<file path="src/rtl/batalha_pkg.sv">
// Shared types and helpers for the naval-battle attack controller.
package batalha_pkg;

  // Game phases of the attack controller.
  typedef enum logic [2:0] {
    OCIOSO,
    JOGANDO,
    AVALIA,
    FEEDBACK,
    VITORIA,
    DERROTA
  } estado_t;

  // Flat bit position of cell (col, lin) in the map/matrix vectors.
  // The row count is passed in so every instance size can share it.
  function automatic int indice(input int col, input int lin, input int linhas);
    return col * linhas + lin;
  endfunction

endpackage

</file>
<file path="src/rtl/controlador_de_ataque_detector_de_borda.sv">
// Registered rising-edge detector for the debounced fire button.
module detector_de_borda (
  input  logic clk_i,
  input  logic rst_ni,
  input  logic sinal_i,
  output logic borda_o
);

  logic anterior_q;

  // Remember last cycle's sample so a held level yields one pulse only.
  always_ff @(posedge clk_i or negedge rst_ni) begin
    if (!rst_ni) anterior_q <= 1'b0;
    else         anterior_q <= sinal_i;
  end

  assign borda_o = sinal_i & ~anterior_q;

endmodule

</file>
<file path="src/rtl/controlador_de_ataque.sv">
// Attack manager: validates shots, reveals hits, counts lives and
// detects victory/defeat for the LED-matrix naval-battle game.
module controlador_de_ataque
  import batalha_pkg::*;
#(
  parameter int LINHAS          = 7,
  parameter int COLUNAS         = 5,
  parameter int VIDAS           = 3,
  parameter int FEEDBACK_CICLOS = 4
) (
  input  logic                         clock,
  input  logic                         reset,
  input  logic                         enable,
  input  logic                         confirmar,
  input  logic [$clog2(COLUNAS)-1:0]   coordColuna,
  input  logic [$clog2(LINHAS)-1:0]    coordLinha,
  input  logic [LINHAS*COLUNAS-1:0]    mapa,
  output logic [LINHAS*COLUNAS-1:0]    matriz,
  output logic [$clog2(VIDAS+1)-1:0]   vida,
  output logic                         tem_vida,
  output logic                         LED_R,
  output logic                         LED_G,
  output logic                         LED_B,
  output logic                         venceu
);

  localparam int N  = LINHAS * COLUNAS;
  localparam int WC = $clog2(COLUNAS);
  localparam int WL = $clog2(LINHAS);
  localparam int WV = $clog2(VIDAS + 1);
  localparam int WF = $clog2(FEEDBACK_CICLOS + 1);
  localparam logic [N-1:0] UM = N'(1);

  estado_t         estado_q, estado_d;
  logic [N-1:0]    matriz_q, matriz_d;
  logic [N-1:0]    tiros_q, tiros_d;
  logic [WV-1:0]   vida_q, vida_d;
  logic [WC-1:0]   colAlvo_q, colAlvo_d;
  logic [WL-1:0]   linAlvo_q, linAlvo_d;
  logic [WF-1:0]   contador_q, contador_d;
  logic            ledR_q, ledR_d;
  logic            ledG_q, ledG_d;
  logic            ledB_q, ledB_d;
  logic            venceu_q, venceu_d;

  logic            pulso;
  logic            dentroFaixa;
  logic            tiroInedito;
  logic [N-1:0]    mascaraEntrada;
  logic [N-1:0]    mascaraAlvo;

  detector_de_borda uBorda (
    .clk_i   (clock),
    .rst_ni  (reset),
    .sinal_i (confirmar),
    .borda_o (pulso)
  );

  // Out-of-range coordinates never form a mask, so they can never be
  // mistaken for an already-fired cell or touch the shot registers.
  assign dentroFaixa    = (int'(coordColuna) < COLUNAS) && (int'(coordLinha) < LINHAS);
  assign mascaraEntrada = dentroFaixa
                          ? (UM << indice(int'(coordColuna), int'(coordLinha), LINHAS))
                          : '0;
  assign tiroInedito    = dentroFaixa && ((tiros_q & mascaraEntrada) == '0);
  assign mascaraAlvo    = UM << indice(int'(colAlvo_q), int'(linAlvo_q), LINHAS);

  // Next-state and register updates; enable low overrides everything.
  always_comb begin
    estado_d   = estado_q;
    matriz_d   = matriz_q;
    tiros_d    = tiros_q;
    vida_d     = vida_q;
    colAlvo_d  = colAlvo_q;
    linAlvo_d  = linAlvo_q;
    contador_d = contador_q;
    ledR_d     = ledR_q;
    ledG_d     = ledG_q;
    ledB_d     = ledB_q;
    venceu_d   = venceu_q;

    if (!enable) begin
      estado_d   = OCIOSO;
      matriz_d   = '0;
      tiros_d    = '0;
      vida_d     = WV'(VIDAS);
      contador_d = '0;
      ledR_d     = 1'b0;
      ledG_d     = 1'b0;
      ledB_d     = 1'b0;
      venceu_d   = 1'b0;
    end else begin
      unique case (estado_q)
        OCIOSO: begin
          matriz_d   = '0;
          tiros_d    = '0;
          vida_d     = WV'(VIDAS);
          contador_d = '0;
          ledR_d     = 1'b0;
          ledG_d     = 1'b0;
          ledB_d     = 1'b0;
          venceu_d   = 1'b0;
          estado_d   = JOGANDO;
        end
        JOGANDO: begin
          if (pulso && tiroInedito) begin
            colAlvo_d = coordColuna;
            linAlvo_d = coordLinha;
            estado_d  = AVALIA;
          end
        end
        AVALIA: begin
          tiros_d = tiros_q | mascaraAlvo;
          if ((mapa & mascaraAlvo) != '0) begin
            matriz_d = matriz_q | mascaraAlvo;
            ledG_d   = 1'b1;
            ledR_d   = 1'b0;
            if (matriz_d == mapa) begin
              venceu_d = 1'b1;
              estado_d = VITORIA;
            end else begin
              contador_d = '0;
              estado_d   = FEEDBACK;
            end
          end else begin
            vida_d = (vida_q == '0) ? '0 : vida_q - WV'(1);
            ledG_d = 1'b0;
            if (vida_d == '0) begin
              ledR_d   = 1'b0;
              ledB_d   = 1'b1;
              estado_d = DERROTA;
            end else begin
              ledR_d     = 1'b1;
              contador_d = '0;
              estado_d   = FEEDBACK;
            end
          end
        end
        FEEDBACK: begin
          if (contador_q == WF'(FEEDBACK_CICLOS - 1)) begin
            ledR_d     = 1'b0;
            ledG_d     = 1'b0;
            contador_d = '0;
            estado_d   = JOGANDO;
          end else begin
            contador_d = contador_q + WF'(1);
          end
        end
        VITORIA, DERROTA: begin
          estado_d = estado_q;
        end
        default: estado_d = OCIOSO;
      endcase
    end
  end

  // State and datapath registers with asynchronous active-low reset.
  always_ff @(posedge clock or negedge reset) begin
    if (!reset) begin
      estado_q   <= OCIOSO;
      matriz_q   <= '0;
      tiros_q    <= '0;
      vida_q     <= WV'(VIDAS);
      colAlvo_q  <= '0;
      linAlvo_q  <= '0;
      contador_q <= '0;
      ledR_q     <= 1'b0;
      ledG_q     <= 1'b0;
      ledB_q     <= 1'b0;
      venceu_q   <= 1'b0;
    end else begin
      estado_q   <= estado_d;
      matriz_q   <= matriz_d;
      tiros_q    <= tiros_d;
      vida_q     <= vida_d;
      colAlvo_q  <= colAlvo_d;
      linAlvo_q  <= linAlvo_d;
      contador_q <= contador_d;
      ledR_q     <= ledR_d;
      ledG_q     <= ledG_d;
      ledB_q     <= ledB_d;
      venceu_q   <= venceu_d;
    end
  end

  assign matriz   = matriz_q;
  assign vida     = vida_q;
  assign tem_vida = (vida_q != '0);
  assign LED_R    = ledR_q;
  assign LED_G    = ledG_q;
  assign LED_B    = ledB_q;
  assign venceu   = venceu_q;

endmodule

</file>
<file path="config.mk">
export PLATFORM = sky130hd
export DESIGN_NAME = controlador_de_ataque
export DESIGN_NICKNAME = d
export VERILOG_FILES = /design/src/rtl/batalha_pkg.sv /design/src/rtl/controlador_de_ataque_detector_de_borda.sv /design/src/rtl/controlador_de_ataque.sv
export SDC_FILE = /design/constraint.sdc
export NUM_CORES = 1
export LEC_CHECK = 0
export ABC_AREA = 1
export BUFFER_PORTS_ARGS = -buffer_cell sky130_fd_sc_hd__buf_2
export CORE_ASPECT_RATIO = 1.75
export CORE_UTILIZATION = 40
export CTS_BUF_LIST = sky130_fd_sc_hd__clkbuf_16
export DETAILED_ROUTE_END_ITERATION = 8
export PLACE_DENSITY = 0.64
export SETUP_SLACK_MARGIN = 0.5
export SYNTH_ARGS = -nofsm -noshare
export SYNTH_HDL_FRONTEND = slang
export SYNTH_SLANG_ARGS = --single-unit
</file>
<file path="constraint.sdc">
create_clock -name clock -period 3.7 [get_ports clock]
set_input_delay 0.37 -clock clock [delete_from_list [all_inputs] [get_ports clock]]
set_output_delay 0.37 -clock clock [all_outputs]
set_load 0.03 [all_outputs]
</file>
; ---- After elaboration in Yosys (flattened, before gate mapping)
; Index checks and enable logic that the tools add are counted.
[word_totals]
reg_bits = 89
inputBits = 45
[classes]
n_addsub = 4
multipliers = 2
order_cmp = 2
n_eq_ne = 18
shift = 2
muxes = 39
bitwise_logic = 6
n_reduce_logical = 18
[op_table]
columns = cell, n
row1 = $mux 35, 4
row2 = $pmux 35 s2, 2
row3 = $and 35x35->35, 2
row4 = $or 35x35->35, 2
row5 = $shl 1x7->35 const A, 2
row6 = $eq 35x35->1, 1
row7 = $logic_not 35->1, 1
row8 = $reduce_bool 35->1, 1
row9 = $mux 3, 11
row10 = $ne 3x3->1 const B, 6
row11 = $pmux 3 s5, 1
row12 = $reduce_and 3->1, 5
row13 = $add 6x3->7, 2
row14 = $mul 3x3->6 const B, 2
row15 = $mux 1, 12
row16 = $eq 3x2->1 const B, 3
row17 = $pmux 3 s3, 1
row18 = $ne 4x4->1 const B, 2
row19 = $eq 3x3->1 const B, 2
row20 = $lt 3x3->1 const B, 2
row21 = $mux 2, 3
row22 = $pmux 1 s3, 2
row23 = $reduce_and 2->1, 3
row24 = $logic_not 2->1, 2
row25 = 14 further kinds, 17

; ---- Logic depth before layout (Yosys ltp)
[depth]
ltp_word = 11
depth_mapped = 26

; ---- Modules after synthesis
; Synthesis repeated with hierarchy kept, for this count alone.
[hier_totals]
hier_cells = 932
hier_area_um2 = 6337.3
[by_module_without_submodules]
columns = mod, n_inst, cells_each, area_per_inst_um2
row1 = controlador_de_ataque, 1, 929, 6302.3
row2 = detector_de_borda, 1, 3, 35.0

; ---- Least setup slack after synthesis
; No wires, ideal clock.
[synth_path]
path_type = flip-flop to flip-flop
startpoint = reg colAlvo_q[0]
endpoint = reg estado_q[0]
arrival_time_ps = 3508
setup_slack_ps = 76
stages_incl_launch_ff = 24
period_less_slack_ps = 3624
path_cell_list = dfrtp_1 fa_1 fa_1 fa_1 nand3_1 nand2_1 nand2_1 nand2_2 nor2_4 buf_6 buf_6 buf_6 nand2_1 nand2_1 nand2_1 nand2_1 nand3_1 nor2_1 nand2_1 nor2_1 and2_1 nand4_1 nand2_1 nand2_1
[synth_between]
elab_chain_len = 9
[synth_lines]
columns = element, line_no
row1 = from (decl), controlador_de_ataque.sv:38  ; logic [WC-1:0] colAlvo_q, colAlvo_d;
row2 = from (signal assigned), controlador_de_ataque.sv:176  ; colAlvo_q <= colAlvo_d;
row3 = $mul 3x3->6 (*), batalha_pkg.sv:17  ; return col * linhas + lin;
row4 = $add 6x3->7 (*), batalha_pkg.sv:17
row5 = $shl 1x7->35 (*), controlador_de_ataque.sv:66  ; assign mascaraAlvo = UM << indice(int'(colAlvo_q), int'(linAlvo_q), LINHAS);
row6 = $or 35x35->35, controlador_de_ataque.sv:115  ; matriz_d = matriz_q | mascaraAlvo;
row7 = $eq 35x35->1, controlador_de_ataque.sv:118  ; if (matriz_d == mapa) begin
row8 = $mux 3, controlador_de_ataque.sv:118
row9 = $mux 3 (*), controlador_de_ataque.sv:114  ; if ((mapa & mascaraAlvo) != '0) begin
row10 = $pmux 3 s5 (*), controlador_de_ataque.sv:93  ; unique case (estado_q)
row11 = $mux 3 (*), controlador_de_ataque.sv:82  ; if (!enable) begin
row12 = to (signal assigned), controlador_de_ataque.sv:172  ; estado_q <= estado_d;
row13 = to (decl), controlador_de_ataque.sv:34  ; estado_t estado_q, estado_d;
; Mark *: on every way between the ends. The rest lies on a longest branch, timed or not.
; A chain may end at the register's enable or synchronous reset.

; ---- Final worst setup path
[layout_path]
startpoint = reg colAlvo_q[2]
endpoint = reg matriz_q[22] (netlist: matriz[22])
[layout_between]
elab_chain_len = 7
[layout_lines]
columns = element, line_no
row1 = $mul 3x3->6 (*), batalha_pkg.sv:17
row2 = $add 6x3->7 (*), batalha_pkg.sv:17
row3 = $shl 1x7->35 (*), controlador_de_ataque.sv:66
row4 = $and 35x35->35 or $or 35x35->35 (tied branches), "controlador_de_ataque.sv:114, controlador_de_ataque.sv:115"
row5 = $reduce_bool 35->1 or $mux 35 (tied branches), controlador_de_ataque.sv:114
row6 = $ne 3x3->1 (no source line) or $pmux 35 s2 (tied branches), -
row7 = $reduce_and 2->1 (no source line) or $mux 35 (tied branches), -
row8 = to (signal assigned), controlador_de_ataque.sv:173  ; matriz_q <= matriz_d;
row9 = to (decl), controlador_de_ataque.sv:35  ; logic [N-1:0] matriz_q, matriz_d;
; Mark *: on every way between the ends. The rest lies on a longest branch, timed or not. The select of a mux whose other input is x is not followed.

==> metrics.md <==
| Metric | Value |
|---|---|
| Result of the run | complete, but fails checks |
| Failing checks | negative setup slack |
| Clock tree from TritonCTS | yes |
| Largest family of logic cells by synthesized area | simple AND/OR/NAND/NOR gates |
| Die Area | 16400 sq um |
| Int Pwr | approximately 0.0048 W |
| Static leakage power | 4.75 nW |
| Total wirelength of the detailed-routed design | between 20 and 25 mm |
| Critical path data required time | approximately 4 ns |
| Effective utilization at floorplan | 0.411 |
| Fin. Hold Viols | 0 |
| Count of nets after finishing | approximately 1200 |
| Combinational share of power | 0.783 |
| Final estimated routing congestion in global placement | 0.980 |
| Setup-failing EPs final | 47 |
| Peak supply drop | 0.953 mV |
| Highest attainable clock frequency | approximately 0.25 GHz |
| Pre-antenna DRT Iters | 5 |
| Number of enable flip-flop cells after synthesis | 0 |
| Number of levels the H-tree was split into | 3 |
| Pin count of the biggest net entering global routing | 74 |
| Share of synthesized flip-flops with an asynchronous set or reset | 1.00 |
| Routed via count | 7017 |
| Share of total power in sequential cells | 0.122 |
| Synthesized instance count | 944 |
| Cell count after placement | 1323 |
| Worst-case clock skew | 0.0149 ns |
| Relative max-transition margin | 0.319 |
| Initial antenna violation count | 0 |
| Hold Crit Depth | 1 |
| Proportion of total power due to net switching | 0.503 |
| Maximum fanout encountered on the critical timing path | 8 |
| Top-Level Pins | 87 |
| Crit path time final | 4.00 ns |
| Part of the total power dissipated in the clock network | 0.095 |
| Post-route fraction of the period consumed by the critical path | 1.08 |
| # port buffers | between 80 and 90 |
| Number of non-filler instances in the completed layout | 1360 |
| Max_cap viols | 0 |
| Reg-to-reg startpoint | colAlvo_q[2] |
| Hold crit path type | input port to flop |
| Clock tree sinks | 89 |
| Final worst-path setup slack | -0.299 ns |
| Fraction of the mapped netlist area in adder cells | 0.0665 |
| Synthesized-area fraction occupied by and/or/nand/nor cells | 0.354 |
| Mapped Area | 6360 sq um |
| Critical Path Start Type | flop |
| Number of buffers inserted for hold repair after clock tree synthesis | 0 |
| NetSw | 0.00489 W |
| Tightest hold margin | about 0.15 ns |
| Setup slack at placement | -0.497 ns |
| Startpoint of the lowest-slack hold path | confirmar |
| Number of antenna-violating nets in the routed design | 0 |
| Worst skew pair latency | 0.35 ns |
| Startpoint-to-endpoint class of the critical path | flop to flop |
| Number of global-route vias before repair | 7014 |
| Complex-gate fraction of the synthesized area | 0.106 |
| Crit path capture type | flop |
| Commonest register cell after synthesis | sky130_fd_sc_hd__dfrtp_1 |
| Number of nets in the synthesized netlist | 1018 |
| Initial DRC count | 339 |
| Clk buf depth | 2 |
| Post-synth cell types | 40 |
| Number of buffers created by CTS | 9 |
| CP Data Arrival Time | 4.29 ns |
| Proportion of synthesized chip area in sequential cells | 0.350 |
| RSZ-0062 raised after global routing | yes |
| Estimated wirelength of the detail-placed design | 18.3 mm |
| Die extent in x | 97.3 um |
| Finished Cell Area | between 9000 and 10000 sq um |
| Residual overflow from global routing | 0 |
| Routed wire length per instance | approximately 17 um |
| Worst-Margin Slew | 1.02 ns |
| Number of cells on the worst reg-to-reg path | 20 |
| WHS Endpoint | uBorda.anterior_q |
| XOR/XNOR Fraction of Synth Area | 0.0122 |
| Minimum setup slack among reg-to-reg paths | -0.30 ns |
| Area added between synthesis and finish | 44.9% |
| Clock transition at the registers of the reported paths | 0.07 ns |
| Vias per inst | 5.16 |
| Number of register bits inferred by synthesis | 89 |
| Portion of netlist area occupied by mux cells | 0 |
| Worst flop-to-flop path endpoint | matriz[22] |
| Die boundary height | between 150 and 200 um |
| Number of core rows | 60 |
| Overall power of the completed layout | 0.00971 W |
| Floorplan core area | 15500 sq um |
| Synthesized area per cell | roughly 6.7 sq um |
| Placement Cell Area | 7950 sq um |
| Global-route wire length before repair | 36.1 mm |
| Total global-route track usage | 0.287 |
| Ratio of cells with drive above 1 in the final layout | 0.363 |
| DRC errors left | 0 |
| Clock root cell | sky130_fd_sc_hd__clkbuf_16 |
| Yosys warning total | 0 |
| Fin. max-slew vios | 0 |
| Power per cell area | 1050 nW/um^2 |
| # diodes | 0 |
==> cell families after synthesis <==
family | Yosys count
simple gates | 528
compound gates | 117
fa+ha+maj | 29
flops | 89
xor+xnor | 8
buf+inv | 173
==> synth_stat cells (16+ instances only) <==
cell                        n  area share
sky130_fd_sc_hd__o21ai_0   22       0.017
sky130_fd_sc_hd__nor2_1    97       0.057
sky130_fd_sc_hd__nand2_1  284        0.17
sky130_fd_sc_hd__nor3_1    22       0.017
sky130_fd_sc_hd__ha_1      21       0.041
sky130_fd_sc_hd__nand4_1   16       0.016
sky130_fd_sc_hd__dfrtp_1   87        0.34
sky130_fd_sc_hd__o21ai_1   18       0.014
sky130_fd_sc_hd__nand3_1   76       0.060
sky130_fd_sc_hd__a21oi_1   39       0.031
sky130_fd_sc_hd__o22ai_1   16       0.016
sky130_fd_sc_hd__inv_1    142       0.084
==> through the flow <==
| stage | utilization | TNS [ns] |
|---|---|---|
| final | 0.596 | -10.47 |
| after global routing | 0.596 | -18.47 |
| after CTS | 0.572 | -10.42 |
| after detailed placement | 0.514 | -13.65 |
| after global placement | 0.514 | -14.25 |
| after floorplan | - | 0 |
==> layout by cell type (no fill, tap or decap), types with 22 or more instances in the layout <==
cell                      Yosys  final
sky130_fd_sc_hd__nor2_2       3     22
sky130_fd_sc_hd__inv_1      142    140
sky130_fd_sc_hd__nand3_1     76     61
sky130_fd_sc_hd__buf_4        3    129
sky130_fd_sc_hd__nand2_2     15     37
sky130_fd_sc_hd__a21oi_1     39     33
sky130_fd_sc_hd__nand2_1    284    251
sky130_fd_sc_hd__nor2_1      97     61
sky130_fd_sc_hd__dfrtp_1     87     87
sky130_fd_sc_hd__buf_2        1     84
==> sequential cells by signal (all words and copies together), names as in the netlist <==
signal,flops
colAlvo_q,3
LED_G,1
tiros_q,35
LED_R,1
uBorda.anterior_q,1
venceu,1
contador_q,3
LED_B,1
matriz,35
estado_q,3
vida,2
linAlvo_q,3
==> layer usage <==
layer	wire (um)	share of wire	vias to the layer above	GRT usage
met3	694	0.030	81	0.0273
met5	0	0	-	0
met4	1580	0.067	0	0.177
li1	-	-	3461	-
met2	12700	0.54	207	0.549
met1	8410	0.36	3268	0.297
==> worst max-delay path: stages (launching register included) <==
cell                        delay [ns]
sky130_fd_sc_hd__dfrtp_1          0.41
sky130_fd_sc_hd__fa_1             0.56
sky130_fd_sc_hd__fa_1             0.46
sky130_fd_sc_hd__fa_2             0.68
sky130_fd_sc_hd__inv_4            0.10
sky130_fd_sc_hd__nor3_4           0.24
sky130_fd_sc_hd__nand2_4          0.11
sky130_fd_sc_hd__buf_6            0.13
sky130_fd_sc_hd__buf_4            0.13
sky130_fd_sc_hd__nor2_4           0.10
sky130_fd_sc_hd__nand2_1          0.06
sky130_fd_sc_hd__o21ai_1          0.07
sky130_fd_sc_hd__nor2_1           0.05
sky130_fd_sc_hd__nand2_1          0.10
sky130_fd_sc_hd__nor2_4           0.07
sky130_fd_sc_hd__nand2_4          0.09
sky130_fd_sc_hd__nand2_4          0.08
sky130_fd_sc_hd__inv_6            0.10
sky130_fd_sc_hd__bufbuf_16        0.28
sky130_fd_sc_hd__nand2_1          0.07
sky130_fd_sc_hd__o21ai_2          0.05
==> final cells by class <==
type,count,area (sq um)
well taps,186,233
flip-flops and latches,89,2230
fillers,1430,6240
clock buffers,9,225
multi-input cells,682,4160
repair buffers,235,1730
inverters,152,586
clock inverters,7,62.6
==> how the worst max path moves through the flow <==
| stage | start | endpoint | cells after the start |
|---|---|---|---|
| after floorplan | colAlvo_q[0] | estado_q[0] | 23 |
| after global placement | colAlvo_q[0] | estado_q[1] | 22 |
| after detailed placement | colAlvo_q[0] | estado_q[1] | 22 |
| after CTS | colAlvo_q[2] | estado_q[1] | 22 |
| after global routing | colAlvo_q[2] | estado_q[1] | 20 |
| final | colAlvo_q[2] | matriz[22] | 20 |
==> power by group through the flow <==
stage               clock network, W  registers (W)  logic, W
floorplan                          0        0.00124   0.00320
global placement                   0        0.00120   0.00595
detailed placement                 0        0.00120   0.00597
CTS                         0.000932        0.00118   0.00705
global route                0.000968        0.00120   0.00813
finish                      0.000921        0.00118   0.00761
==> repair_timing <==
item	in CTS	in global routing
buffers inserted	16	3
pin swaps	39	20
hold endpoints to repair	0	0
setup endpoints to repair	54	81
cloned	2	0
resized for setup	114	84
(Power assumes the default switching activity.)
